File: src/rtl/pwm_ramp_ctrl.sv
// Duty-cycle ramp controller for an 11-bit PWM: steps duty toward a commanded target once per 2048-clock period.
// Optional PWM_RAMP_CTRL_HARD_STOP_EN: estop clears duty immediately instead of ramping it down at period boundaries.
module pwm_ramp_ctrl #(
  parameter logic [10:0] STEP = 11'd16
) (
  input  logic        clk,
  input  logic        rst_n,
  input  logic        cmd_vld,
  input  logic [10:0] cmd_duty,
  output logic        cmd_rdy,
  input  logic        estop,
  output logic [10:0] duty,
  output logic        period_end,
  output logic        busy
);

  typedef enum logic [1:0] {IDLE = 2'd0, RAMP = 2'd1, STOP = 2'd2} state_t;

  state_t      state, state_d;
  logic [10:0] cnt, target, target_d, duty_d;

  // 12-bit arithmetic so a step never wraps past 0 or 2047; the result clamps at t.
  function automatic logic [10:0] ramp_step(input logic [10:0] d, input logic [10:0] t);
    logic [11:0] up, dn;
    up = {1'b0, d} + {1'b0, STEP};
    dn = {1'b0, d} - {1'b0, STEP};
    ramp_step = d;
    if (d < t)      ramp_step = (up > {1'b0, t}) ? t : up[10:0];
    else if (d > t) ramp_step = (dn[11] || dn[10:0] < t) ? t : dn[10:0];
  endfunction

  assign period_end = (cnt == 11'h7FF);
  assign cmd_rdy    = (state != STOP) && !estop;

  always_ff @(posedge clk or negedge rst_n) begin
    if (!rst_n) begin
      cnt    <= '0;
      state  <= IDLE;
      target <= '0;
      duty   <= '0;
      busy   <= 1'b0;
    end else begin
      cnt    <= cnt + 11'd1;
      state  <= state_d;
      target <= target_d;
      duty   <= duty_d;
      busy   <= (duty_d != target_d);
    end
  end

  always_comb begin
    state_d  = state;
    target_d = target;
    duty_d   = duty;
    case (state)
      STOP: begin
        target_d = '0;
`ifdef PWM_RAMP_CTRL_HARD_STOP_EN
        duty_d = '0;
`else
        if (period_end) duty_d = ramp_step(duty, 11'd0);
`endif
        if (!estop && duty == 11'd0) state_d = IDLE;
      end
      default: begin
        if (estop) begin
          // Command offered in the estop cycle is never accepted (cmd_rdy is low).
          state_d  = STOP;
          target_d = '0;
`ifdef PWM_RAMP_CTRL_HARD_STOP_EN
          duty_d = '0;
`else
          if (period_end) duty_d = ramp_step(duty, 11'd0);
`endif
        end else begin
          // Boundary step uses the pre-edge target, so a same-edge command waits a period.
          if (period_end) duty_d = ramp_step(duty, target);
          if (cmd_vld && cmd_rdy) target_d = cmd_duty;
          state_d = (duty_d != target_d) ? RAMP : IDLE;
        end
      end
    endcase
  end

endmodule
File: config.mk
export PLATFORM = sky130hd
export DESIGN_NAME = pwm_ramp_ctrl
export DESIGN_NICKNAME = d
export VERILOG_FILES = /design/src/rtl/pwm_ramp_ctrl.sv
export SDC_FILE = /design/constraint.sdc
export NUM_CORES = 1
export LEC_CHECK = 0
export ABC_AREA = 1
export BUFFER_PORTS_ARGS = -buffer_cell sky130_fd_sc_hd__buf_2
export CORE_MARGIN = 2
export CORE_UTILIZATION = 45
export DETAILED_ROUTE_END_ITERATION = 10
export PLACE_DENSITY = 0.65
export SYNTH_ARGS = -nofsm -noshare
export SYNTH_HDL_FRONTEND = slang
export SYNTH_SLANG_ARGS = --single-unit
File: constraint.sdc
create_clock -name clk -period 2.6 [get_ports clk]
set_input_delay 0.26 -clock clk [delete_from_list [all_inputs] [get_ports clk]]
set_output_delay 0.26 -clock clk [all_outputs]
set_load 0.02 [all_outputs]
==> summary.txt <==
Synthesis
  – EDFF count, synth: 0
  – Post-synthesis sequential area ratio: 24.9%
  – Synth cell types: 38
  – Mapped Area: 0.00361 mm²
  – #FFs+latches synth: 36
  – Avg Cell Area, Syn: 6.52 µm²
  – Ys async rst share: 100%
  – Synth Warn #: 0
  – Most frequent cell after synthesis: nand2_1
  – Syn nets: between 500 and 600
  – Primary FF master, synth: dfrtp_1
  – Commonest cells post-synth: 153 x nand2_1, 84 x inv_1, 64 x nand3_1
  – Dominant cells by area after synthesis: dfrtp_1 25%, nand2_1 16%, ha_1 9.7%
  – Share of the synthesized area in the top cell type: 24.9%
  – Cell taking the most area after synthesis: dfrtp_1
  – Post-Syn Instances: 554

Die
  – Core area: slightly below 0.008 mm²
  – Chip Height: between 90 and 100 µm
  – Die area: 0.00877 mm²
  – FP Rows: 32
  – Initial Util: 46.5%
  – I/O pin count: 29
  – Die W: ~94 µm

Clock tree
  – Count of clock tree sinks: 36
  – Worst-Skew Late Latency: about 290 ps
  – Clk root buf: clkbuf_8
  – CTS Hold Bufs: 0
  – Clock buffer depth: 2
  – CTS Buf Count: 5
  – Clock H-tree levels: 2
  – Clock transition at path regs: 80 ps
  – CTS tree: yes

Global routing
  – Initial antenna violation count: 0
  – Largest net degree at the start of global routing: 37
  – Vias in the first global route: slightly below 4000
  – First-pass GRT wire length: roughly 19000 µm
  – GRT Util Overall: a little over a quarter
  – Grt ovf: 0

Detailed routing
  – Drt first pass iters: 6
  – Routed wire length: 11800 µm
  – DR DRC count: 0
  – 1st-iter DRT viols: ~450
  – Avg WL per Cell: around 15 µm
  – Total number of vias: 4031
  – DRT antenna net count: 0
  – Via-to-Cell Ratio: ~5.3

Power
  – VDD IR-drop max: ~560 µV
  – Leakage: about 2.6 nW
  – PD cells: between 700 and 800 mW/mm²

Worst setup path
  – Crit. End Element: flip-flop
  – Worst Path Required: between 2000 and 3000 ps
  – CP arrival: 3380 ps
  – Startpoint types: flip-flop
  – Crit Path Max Fanout: 5
  – Crit path kind: reg2reg

STA
  – Final setup viols: 13
  – Max transition margin: between 40 and 50%
  – Max-slew violations: 0
  – RSZ-0062 raised after global routing: true
  – Final hold slack: roughly 53 ps
  – Fmax: 313 MHz
  – Min Tclk post-route: between 3000 and 4000 ps
  – Fin worst setup slack: -593 ps
  – Skew final: approximately 5.7 ps
  – Final period util: 123%
  – Hold Fails Final Rpt: 0
  – Tightest Pin Transition: slightly above 800 ps

Finish
  – Post-Route Utilization: 63.3%
  – Fraction of layout cells with a size suffix above 1: 35.4%
  – P&R area growth vs syn: 36.0%
  – Nets: between 700 and 800
  – Reg area: 907 µm²
  – Antenna fix cells: 0
  – Filler Cell Count: 725
  – Multi-input gate area: roughly 0.0027 mm²

Placement
  – Routability cong.: slightly below 1
  – Post-DP HPWL: approximately 9000 µm
  – Number of buffers added on ports: 28

Job
  – MaxCap Viol Count: 0

Hold path
  – HP Class: in2async

Run status
  – Failing checks: negative setup slack
  – Outcome: finished, violations left
[final timing paths]
path,startpoint,slack (ps),endpoint,depth (start not counted)
min in group clk,estop,250,state[1]$_DFFE_PN0P_,3
max reg2reg,duty[4]$_DFF_PN0_,-590,state[0]$_DFFE_PN0P_,24
max in group asynchronous,rst_n,1970,duty[8]$_DFF_PN0_,1
max,duty[4]$_DFF_PN0_,-590,state[0]$_DFFE_PN0P_,24
min reg2reg,cnt[0]$_DFF_PN0_,460,cnt[0]$_DFF_PN0_,1
min,rst_n,50,target[5]$_DFF_PN0_,1
[cells by family after synthesis]
| group | after synthesis | synth area share, % |
|---|---|---|
| flops | 36 | 24.9 |
| simple gates | 331 | 43.9 |
| xor+xnor | 14 | 3.39 |
| compound gates | 45 | 6.78 |
| fa+ha+maj | 28 | 9.69 |
| buf+inv | 100 | 11.4 |
[per-layer routing]
metal / wire (µm) / global-route usage (%) / up-vias
met1: 4990 / 35.5 / 1858
met2: 5800 / 46.8 / 158
met3: 626 / 3.38 / 41
met4: 382 / 10.3 / 0
met5: 0 / 0 / -
li1: - / - / 1974
[stage by stage]
step           total power [mW]  area [µm²]  instances  TNS (ps)  setup slack (ps)
2_1_floorplan              1.98        3700        554      -295              -159
3_5_place_dp               2.65        4400        738     -2720              -603
4_1_cts                    3.32        4680        756     -2130              -449
6_report                   3.51        4920        765     -3640              -593
5_1_grt                    3.77        4920        765     -5530              -766
3_3_place_gp               2.62        4400        738     -2220              -541
[registers in the layout, indices dropped and copies added, names as in the netlist]
| name | count |
|---|---|
| target | 11 |
| state | 2 |
| cnt | 11 |
| duty | 11 |
| busy | 1 |
[power breakdown]
group / internal [mW] / switching [mW] / total, mW
Clock: 0.190 / 0.231 / 0.421
Sequential: 0.604 / 0.0520 / 0.656
Combinational: 1.00 / 1.43 / 2.43
Total: 1.80 / 1.71 / 3.51
[worst max-delay path, cell delays in order (launching register included)]
cell	delay, ps
dfrtp_2	440
buf_6	130
ha_4	160
nand2_4	60
inv_2	50
nand4_1	70
xor2_1	200
inv_1	100
ha_4	290
nand4_1	100
nor2_2	170
buf_4	140
nand3_4	140
nand2_8	140
nand2_4	70
nand2_2	60
a21oi_2	70
nand2_2	100
nand2_2	70
nand2_2	80
nand2_1	60
nor2_2	130
nand3_2	100
nor2_2	110
nor2_1	40
[cell usage in the layout, fill, tap and decap left out, types with 3 or more instances in the layout]
cell type,Yosys,final
xor2_1,13,11
buf_6,2,4
clkbuf_8,0,5
ha_1,28,22
o21ai_0,21,20
nand3_4,4,6
buf_2,1,28
nand3_2,5,14
nand4_1,8,8
nand3_1,64,53
buf_4,1,76
nand2_1,153,128
ha_4,0,6
a21oi_1,12,10
dfrtp_1,36,31
nand3b_1,5,5
inv_2,3,5
o21ai_1,4,3
nand2_4,5,10
dfrtp_2,0,5
nand2_2,17,36
nor2_2,5,16
nor2_1,58,45
inv_1,84,82
[cell type report]
class	instances	area share, %
multi-input combinational	419	54.0
sequential	36	18.5
timing repair buffer	109	15.8
inverter	91	7.30
tap	102	2.60
clock buffer	5	1.40
clock inverter	3	0.484
[what timing repair did]
item / in CTS / in global routing
resized for setup: 31 / 38
cloned: 1 / 0
endpoints found under the setup margin: 13 / 13
endpoints found under the hold margin: 0 / 0
pin swaps: 34 / 30
buffers inserted: 9 / 9
(Power assumes the default switching activity.)
